$ cat src/rtl/risc_spm_ctrl_gen_if.sv
// Control-unit <-> datapath bundle for risc_spm_ctrl_gen.
// instr_count exists only when RISC_SPM_PERF_CNT_EN is defined.
interface risc_spm_ctrl_gen_if #(
  parameter int unsigned NUM_REGS = 4,
  parameter int unsigned WORD_W   = 8
`ifdef RISC_SPM_PERF_CNT_EN
  , parameter int unsigned CNT_W  = 16
`endif
);
  localparam int unsigned SEL_W = $clog2(NUM_REGS);

  logic [WORD_W-1:0]   instruction;
  logic                zflag;
  logic [NUM_REGS-1:0] load_r;
  logic                load_pc;
  logic                inc_pc;
  logic                load_ir;
  logic                load_add_r;
  logic                load_reg_y;
  logic                load_reg_z;
  logic                write;
  logic [SEL_W:0]      sel_bus_1;
  logic [1:0]          sel_bus_2;
  logic                halted;
  logic                illegal;
`ifdef RISC_SPM_PERF_CNT_EN
  logic [CNT_W-1:0]    instr_count;
`endif

`ifdef RISC_SPM_PERF_CNT_EN
  modport master (
    input  instruction, zflag,
    output load_r, load_pc, inc_pc, load_ir, load_add_r, load_reg_y, load_reg_z, write,
    output sel_bus_1, sel_bus_2, halted, illegal, instr_count
  );
  modport slave (
    output instruction, zflag,
    input  load_r, load_pc, inc_pc, load_ir, load_add_r, load_reg_y, load_reg_z, write,
    input  sel_bus_1, sel_bus_2, halted, illegal, instr_count
  );
`else
  modport master (
    input  instruction, zflag,
    output load_r, load_pc, inc_pc, load_ir, load_add_r, load_reg_y, load_reg_z, write,
    output sel_bus_1, sel_bus_2, halted, illegal
  );
  modport slave (
    output instruction, zflag,
    input  load_r, load_pc, inc_pc, load_ir, load_add_r, load_reg_y, load_reg_z, write,
    input  sel_bus_1, sel_bus_2, halted, illegal
  );
`endif
endinterface

$ cat src/rtl/risc_spm_ctrl_gen.sv
// RISC-SPM control unit: fetch/decode/execute sequencer with HLT, sticky illegal-opcode
// trap and not-taken BRZ skip. Define RISC_SPM_PERF_CNT_EN for the retired-instruction counter.
module risc_spm_ctrl_gen #(
  parameter int unsigned NUM_REGS = 4,
  parameter int unsigned WORD_W   = 8
`ifdef RISC_SPM_PERF_CNT_EN
  , parameter int unsigned CNT_W  = 16
`endif
) (
  input logic                 clk,
  input logic                 rst,
  risc_spm_ctrl_gen_if.master bus
);
  localparam int unsigned SEL_W = $clog2(NUM_REGS);
  localparam logic [SEL_W:0] SEL_PC = (SEL_W+1)'(NUM_REGS);

  localparam logic [1:0] SB2_ALU  = 2'd0;
  localparam logic [1:0] SB2_BUS1 = 2'd1;
  localparam logic [1:0] SB2_MEM  = 2'd2;

  localparam logic [3:0] OP_NOP = 4'd0;
  localparam logic [3:0] OP_ADD = 4'd1;
  localparam logic [3:0] OP_SUB = 4'd2;
  localparam logic [3:0] OP_AND = 4'd3;
  localparam logic [3:0] OP_NOT = 4'd4;
  localparam logic [3:0] OP_RD  = 4'd5;
  localparam logic [3:0] OP_WR  = 4'd6;
  localparam logic [3:0] OP_BR  = 4'd7;
  localparam logic [3:0] OP_BRZ = 4'd8;
  localparam logic [3:0] OP_HLT = 4'd9;

  if (WORD_W < 4 + 2*SEL_W || NUM_REGS < 2 || NUM_REGS > 16 ||
      (NUM_REGS & (NUM_REGS - 1)) != 0) begin : g_bad_params
    $error("risc_spm_ctrl_gen: illegal NUM_REGS/WORD_W combination");
  end

  typedef enum logic [3:0] {
    S_IDLE = 4'd0,  S_FET1 = 4'd1,  S_FET2 = 4'd2,  S_DEC  = 4'd3,
    S_EX1  = 4'd4,  S_RD1  = 4'd5,  S_RD2  = 4'd6,  S_WR1  = 4'd7,
    S_WR2  = 4'd8,  S_BR1  = 4'd9,  S_BR2  = 4'd10, S_HALT = 4'd11
  } state_e;

  state_e state_q, state_d;
  logic   illegal_q, illegal_d;

  logic [3:0]          opcode;
  logic [SEL_W-1:0]    dst;
  logic [SEL_W-1:0]    src;
  logic [SEL_W:0]      src_sel;
  logic [NUM_REGS-1:0] dst_onehot;

  assign opcode     = bus.instruction[WORD_W-1 -: 4];
  assign dst        = bus.instruction[2*SEL_W-1 -: SEL_W];
  assign src        = bus.instruction[SEL_W-1:0];
  assign src_sel    = {1'b0, src};
  assign dst_onehot = NUM_REGS'(1) << dst;

  // State and sticky trap flag
  always_ff @(posedge clk or negedge rst) begin
    if (!rst) begin
      state_q   <= S_IDLE;
      illegal_q <= 1'b0;
    end else begin
      state_q   <= state_d;
      illegal_q <= illegal_d;
    end
  end

  // Next state
  always_comb begin
    state_d   = S_IDLE;
    illegal_d = illegal_q;
    case (state_q)
      S_IDLE: state_d = S_FET1;
      S_FET1: state_d = S_FET2;
      S_FET2: state_d = S_DEC;
      S_DEC: begin
        case (opcode)
          OP_NOP, OP_NOT:         state_d = S_FET1;
          OP_ADD, OP_SUB, OP_AND: state_d = S_EX1;
          OP_RD:                  state_d = S_RD1;
          OP_WR:                  state_d = S_WR1;
          OP_BR:                  state_d = S_BR1;
          OP_BRZ:                 state_d = bus.zflag ? S_BR1 : S_FET1;
          OP_HLT:                 state_d = S_HALT;
          default: begin
            state_d   = S_HALT;
            illegal_d = 1'b1;
          end
        endcase
      end
      S_EX1:  state_d = S_FET1;
      S_RD1:  state_d = S_RD2;
      S_RD2:  state_d = S_FET1;
      S_WR1:  state_d = S_WR2;
      S_WR2:  state_d = S_FET1;
      S_BR1:  state_d = S_BR2;
      S_BR2:  state_d = S_FET1;
      S_HALT: state_d = S_HALT;
      default: state_d = S_IDLE;
    endcase
  end

  // Datapath strobes decoded from the current state and instruction
  always_comb begin
    bus.load_r     = '0;
    bus.load_pc    = 1'b0;
    bus.inc_pc     = 1'b0;
    bus.load_ir    = 1'b0;
    bus.load_add_r = 1'b0;
    bus.load_reg_y = 1'b0;
    bus.load_reg_z = 1'b0;
    bus.write      = 1'b0;
    bus.sel_bus_1  = '0;
    bus.sel_bus_2  = SB2_ALU;
    bus.halted     = 1'b0;
    case (state_q)
      S_FET1: begin
        bus.sel_bus_1  = SEL_PC;
        bus.sel_bus_2  = SB2_BUS1;
        bus.load_add_r = 1'b1;
      end
      S_FET2: begin
        bus.sel_bus_2 = SB2_MEM;
        bus.load_ir   = 1'b1;
        bus.inc_pc    = 1'b1;
      end
      S_DEC: begin
        case (opcode)
          OP_ADD, OP_SUB, OP_AND: begin
            bus.sel_bus_1  = src_sel;
            bus.sel_bus_2  = SB2_BUS1;
            bus.load_reg_y = 1'b1;
          end
          OP_NOT: begin
            bus.sel_bus_1  = src_sel;
            bus.sel_bus_2  = SB2_ALU;
            bus.load_r     = dst_onehot;
            bus.load_reg_z = 1'b1;
          end
          OP_RD, OP_WR, OP_BR: begin
            bus.sel_bus_1  = SEL_PC;
            bus.sel_bus_2  = SB2_BUS1;
            bus.load_add_r = 1'b1;
          end
          OP_BRZ: begin
            // Not taken: step PC past the address word
            if (bus.zflag) begin
              bus.sel_bus_1  = SEL_PC;
              bus.sel_bus_2  = SB2_BUS1;
              bus.load_add_r = 1'b1;
            end else begin
              bus.inc_pc = 1'b1;
            end
          end
          default: ;
        endcase
      end
      S_EX1: begin
        bus.sel_bus_2  = SB2_ALU;
        bus.load_r     = dst_onehot;
        bus.load_reg_z = 1'b1;
      end
      S_RD1, S_WR1: begin
        bus.sel_bus_2  = SB2_MEM;
        bus.load_add_r = 1'b1;
        bus.inc_pc     = 1'b1;
      end
      S_RD2: begin
        bus.sel_bus_2 = SB2_MEM;
        bus.load_r    = dst_onehot;
      end
      S_WR2: begin
        bus.sel_bus_1 = src_sel;
        bus.write     = 1'b1;
      end
      S_BR1: begin
        bus.sel_bus_2  = SB2_MEM;
        bus.load_add_r = 1'b1;
      end
      S_BR2: begin
        bus.sel_bus_2 = SB2_MEM;
        bus.load_pc   = 1'b1;
      end
      S_HALT: bus.halted = 1'b1;
      default: ;
    endcase
  end

  assign bus.illegal = illegal_q;

`ifdef RISC_SPM_PERF_CNT_EN
  logic [CNT_W-1:0] instr_count_q, instr_count_d;
  logic             retire_c;

  // One count per instruction returning to FET1; saturating
  always_comb begin
    retire_c      = (state_d == S_FET1) &&
                    (state_q inside {S_DEC, S_EX1, S_RD2, S_WR2, S_BR2});
    instr_count_d = instr_count_q;
    if (retire_c && (instr_count_q != '1)) instr_count_d = instr_count_q + CNT_W'(1);
  end

  always_ff @(posedge clk or negedge rst) begin
    if (!rst) instr_count_q <= '0;
    else      instr_count_q <= instr_count_d;
  end

  assign bus.instr_count = instr_count_q;
`endif
endmodule

$ cat src/flat_wrapper.sv
// flat-port wrapper written by rule: the top's interface ports become plain ports
module risc_spm_ctrl_gen_flat 
#(
  parameter int unsigned NUM_REGS = 4,
  parameter int unsigned WORD_W   = 8

)
  (clk, rst, bus_instruction, bus_zflag, bus_load_r, bus_load_pc, bus_inc_pc, bus_load_ir, bus_load_add_r, bus_load_reg_y, bus_load_reg_z, bus_write, bus_sel_bus_1, bus_sel_bus_2, bus_halted, bus_illegal);
  risc_spm_ctrl_gen_if #(.NUM_REGS(NUM_REGS), .WORD_W(WORD_W)) bus_i ();
  input logic clk;
  input logic rst;
  input wire logic [$bits(bus_i.instruction)-1:0] bus_instruction;
  input wire logic [$bits(bus_i.zflag)-1:0] bus_zflag;
  output wire logic [$bits(bus_i.load_r)-1:0] bus_load_r;
  output wire logic [$bits(bus_i.load_pc)-1:0] bus_load_pc;
  output wire logic [$bits(bus_i.inc_pc)-1:0] bus_inc_pc;
  output wire logic [$bits(bus_i.load_ir)-1:0] bus_load_ir;
  output wire logic [$bits(bus_i.load_add_r)-1:0] bus_load_add_r;
  output wire logic [$bits(bus_i.load_reg_y)-1:0] bus_load_reg_y;
  output wire logic [$bits(bus_i.load_reg_z)-1:0] bus_load_reg_z;
  output wire logic [$bits(bus_i.write)-1:0] bus_write;
  output wire logic [$bits(bus_i.sel_bus_1)-1:0] bus_sel_bus_1;
  output wire logic [$bits(bus_i.sel_bus_2)-1:0] bus_sel_bus_2;
  output wire logic [$bits(bus_i.halted)-1:0] bus_halted;
  output wire logic [$bits(bus_i.illegal)-1:0] bus_illegal;
  assign bus_i.instruction = bus_instruction;
  assign bus_i.zflag = bus_zflag;
  assign bus_load_r = bus_i.load_r;
  assign bus_load_pc = bus_i.load_pc;
  assign bus_inc_pc = bus_i.inc_pc;
  assign bus_load_ir = bus_i.load_ir;
  assign bus_load_add_r = bus_i.load_add_r;
  assign bus_load_reg_y = bus_i.load_reg_y;
  assign bus_load_reg_z = bus_i.load_reg_z;
  assign bus_write = bus_i.write;
  assign bus_sel_bus_1 = bus_i.sel_bus_1;
  assign bus_sel_bus_2 = bus_i.sel_bus_2;
  assign bus_halted = bus_i.halted;
  assign bus_illegal = bus_i.illegal;
  risc_spm_ctrl_gen #(.NUM_REGS(NUM_REGS), .WORD_W(WORD_W)) u_core (.clk(clk), .rst(rst), .bus(bus_i));
endmodule
$ cat config.mk
export PLATFORM = sky130hd
export DESIGN_NAME = risc_spm_ctrl_gen_flat
export DESIGN_NICKNAME = d
export VERILOG_FILES = /design/src/rtl/risc_spm_ctrl_gen_if.sv /design/src/rtl/risc_spm_ctrl_gen.sv /design/src/flat_wrapper.sv
export SDC_FILE = /design/constraint.sdc
export NUM_CORES = 1
export LEC_CHECK = 0
export BUFFER_PORTS_ARGS = -buffer_cell sky130_fd_sc_hd__buf_2
export CAP_MARGIN = 10
export CORE_MARGIN = 2
export CORE_UTILIZATION = 30
export DETAILED_ROUTE_END_ITERATION = 16
export GPL_ROUTABILITY_DRIVEN = 0
export PLACE_DENSITY_LB_ADDON = 0.25
export SLEW_MARGIN = 10
export SYNTH_ARGS = -nofsm -noshare
export SYNTH_HDL_FRONTEND = slang
export SYNTH_SLANG_ARGS = --single-unit
$ cat constraint.sdc
create_clock -name clk -period 1.6 [get_ports clk]
set_clock_uncertainty 0.05 [all_clocks]
set_input_delay 0.16 -clock clk [delete_from_list [all_inputs] [get_ports clk]]
set_output_delay 0.16 -clock clk [all_outputs]
set_load 0.02 [all_outputs]
==> key figures <==
Outcome
  • Outcome: complete, but fails checks
  • Failing checks: setup timing

Critical path
  • Max FO, Critical Path: 2
  • Req. time, crit path: 1390 ps
  • CP Class: flip-flop to output pin
  • CP Capture Type: output pin
  • Worst Reg2Reg Path Length in Cells: 5
  • Critical path data arrival time: 1690 ps
  • Worst Setup Start Kind: flip-flop

Cells and area
  • Layout cells sized above 1: 0.6231
  • Area Growth Syn to Fin: 109.8%
  • Commonest cells after routing, fill and taps aside: 19 x buf_4, 15 x buf_6, 14 x buf_2
  • Register area: roughly 130 µm²
  • Fin nets: 142
  • Commonest non-fill, non-tap cell in the layout: buf_4
  • Area of the multi-input gates: between 500 and 600 µm²
  • Layout fillers: between 150 and 200
  • Antenna fix cells: 0

Die
  • Die width: between 40 and 50 µm
  • Core area: 1902 µm²
  • Initial Util: 0.3092
  • Die area: around 2300 µm²
  • # rows: 16
  • Die Height: 48.28 µm
  • Ports: 29

Logic synthesis
  • Synth Flop Type: dfrtp_1
  • Largest area contributor in the netlist: dfrtp_1
  • #FFs+latches synth: 5
  • Seq/Total Area, Yosys: 0.2128
  • Yosys Warn Count: 0
  • Synth Area per Inst: around 7.1 µm²
  • Cells after synthesis: 83
  • Mapped Nets: between 90 and 100
  • Netlist cell types: 36
  • Asr flop ratio synth: 1.000
  • Yosys top cell area share: 0.2128
  • Mapped Area: between 500 and 600 µm²
  • EDFF count, synth: 0
  • Area contributors post-synth: dfrtp_1 21%, nor3_1 5.1%, nor2_1 4.5%, nand2b_1 4.3%, nand2_1 3.8%

CTS
  • Clock Latency Late Sink: roughly 240 ps
  • Clock sink count: 5
  • Clk slew on worst S/H paths: around 50 ps
  • Maximum clock path buffer count: 2
  • H-tree Lvls: 1
  • Root cell of the clock tree: clkbuf_4
  • TritonCTS clock tree: built
  • CTS Buf Count: 3

Power and ir drop
  • Max VDD drop: between 1 and 1.5 mV
  • Cell Pwr Density: between 1500 and 2000 nW/µm²
  • Leak Pwr: ~0.53 nW

STA
  • RSZ-0062 raised after global routing: yes
  • Fmax: around 0.53 GHz
  • # setup viols final: 10
  • Fin crit period: 1899 ps
  • Slew Limit Fails: 0
  • Final hold viol count: 0
  • Final Cycle Share: 1.187
  • Final Worst Setup Slack: -298.9 ps
  • Slew margin rel.: 0.7891
  • Sum Neg Setup Slack: -1697 ps
  • Measured slew at the worst slew-check pin: about 310 ps
  • Final hold slack: 205.9 ps

Place
  • Post-DP HPWL: 1.396 mm
  • Port buffer count: 28

Detailed routing
  • Wirelength per Cell: 15.19 µm
  • Antenna-violating nets left: 0
  • DRT Wirelength: ~2.4 mm
  • DRC: 0
  • Pre-Repair DR Iteration Count: 4
  • Vias: ~870
  • Initial DRC Count: 22
  • Via/cell ratio: about 5.6

GRT
  • M3 GR Usage: 0.05926
  • M1 GR Usage: 0.2127
  • Initial antenna violation count: 0
  • Overflow after GRT: 0
  • Total Routing Usage GR: 0.1815
  • M2 GR Usage: 0.3000
  • Largest net degree at the start of global routing: 14
  • GR peak layer: met2
  • Global-route wire length before repair: ~2.9 mm
  • Vias in the first global route: around 700

Job
  • Max-cap viol count: 0

Hold path
  • Worst hold path type: primary input to async pin
-- timing repair --
item,in CTS,in global routing
endpoints found under the setup margin,12,16
pin swaps,6,4
hold buffers,1,0
cloned,0,1
setup buffers,8,2
gates resized for setup,29,36
hold endpoints to repair,5,0
-- report_power, final --
part | leakage (nW) | internal (W) | switching (W)
combinational | 0.454 | 0.000868 | 0.000894
clock | 0.0150 | 0.0000942 | 0.0000518
sequential | 0.0577 | 0.000176 | 0.0000422
-- cell type report --
class | instances | share of cell area
Clock buffer | 4 | 0.02130
Inverter | 5 | 0.01521
Multi-Input combinational cell | 65 | 0.4848
Sequential cell | 5 | 0.1014
Tap cell | 27 | 0.02738
Timing Repair Buffer | 51 | 0.3499
-- worst max-delay path: stages, from the launching register on --
cell,delay (ps)
dfrtp_1,400
nand4bb_1,220
or4b_4,530
a21boi_2,150
buf_4,140
-- path summary, 6_finish.rpt --
path                               startpoint            endpoint  slack (ps)
max                         u_core.state_q[2]    bus_sel_bus_1[0]        -300
min                                       rst   u_core.state_q[3]         210
max reg2reg                 u_core.state_q[2]   u_core.state_q[3]         260
min reg2reg                u_core.bus.illegal  u_core.bus.illegal         430
max in group asynchronous                 rst   u_core.state_q[1]        1140
min in group clk           bus_instruction[7]  u_core.bus.illegal         280
-- stage by stage --
stage / setup WS, ps / total power [W] / area (µm²) / util / std cells
after floorplan: -82.60 / 0.0008966 / 613.1 / - / 83
after global placement: -31.55 / 0.001271 / 842.1 / 0.4428 / 142
after detailed placement: -46.44 / 0.001283 / 842.1 / 0.4428 / 142
after CTS: -288.5 / 0.001780 / 1055 / 0.5546 / 155
after global routing: -349.7 / 0.002272 / 1234 / 0.6487 / 157
final: -298.9 / 0.002126 / 1234 / 0.6487 / 157
-- Yosys cell counts, types with 4 or more instances --
| cell | n |
|---|---|
| nand2b_1 | 4 |
| o21ai_0 | 4 |
| nor2_1 | 7 |
| buf_2 | 4 |
| a21oi_1 | 4 |
| nor3_1 | 6 |
| nand2_1 | 6 |
| inv_1 | 5 |
| dfrtp_1 | 5 |
| clkbuf_1 | 4 |
-- registers in the layout, summed over array words and instances (netlist names) --
signal,flops
u_core.state_q,4
u_core.bus.illegal,1
-- routing by layer --
metal,up-vias,wire length [µm],share of wire
met1,414,950,0.40
li1,404,-,-
met3,9,178,0.075
met2,47,1184,0.50
met5,-,0,0
met4,0,72,0.030
-- cell families after synthesis --
family | share of synthesized area
AO/OA/AOI/OAI | 0.2851
buffers and inverters | 0.09149
flip-flops | 0.2128
AND/OR/NAND/NOR | 0.4107
No activity file was read; power rests on OpenSTA's default activity.
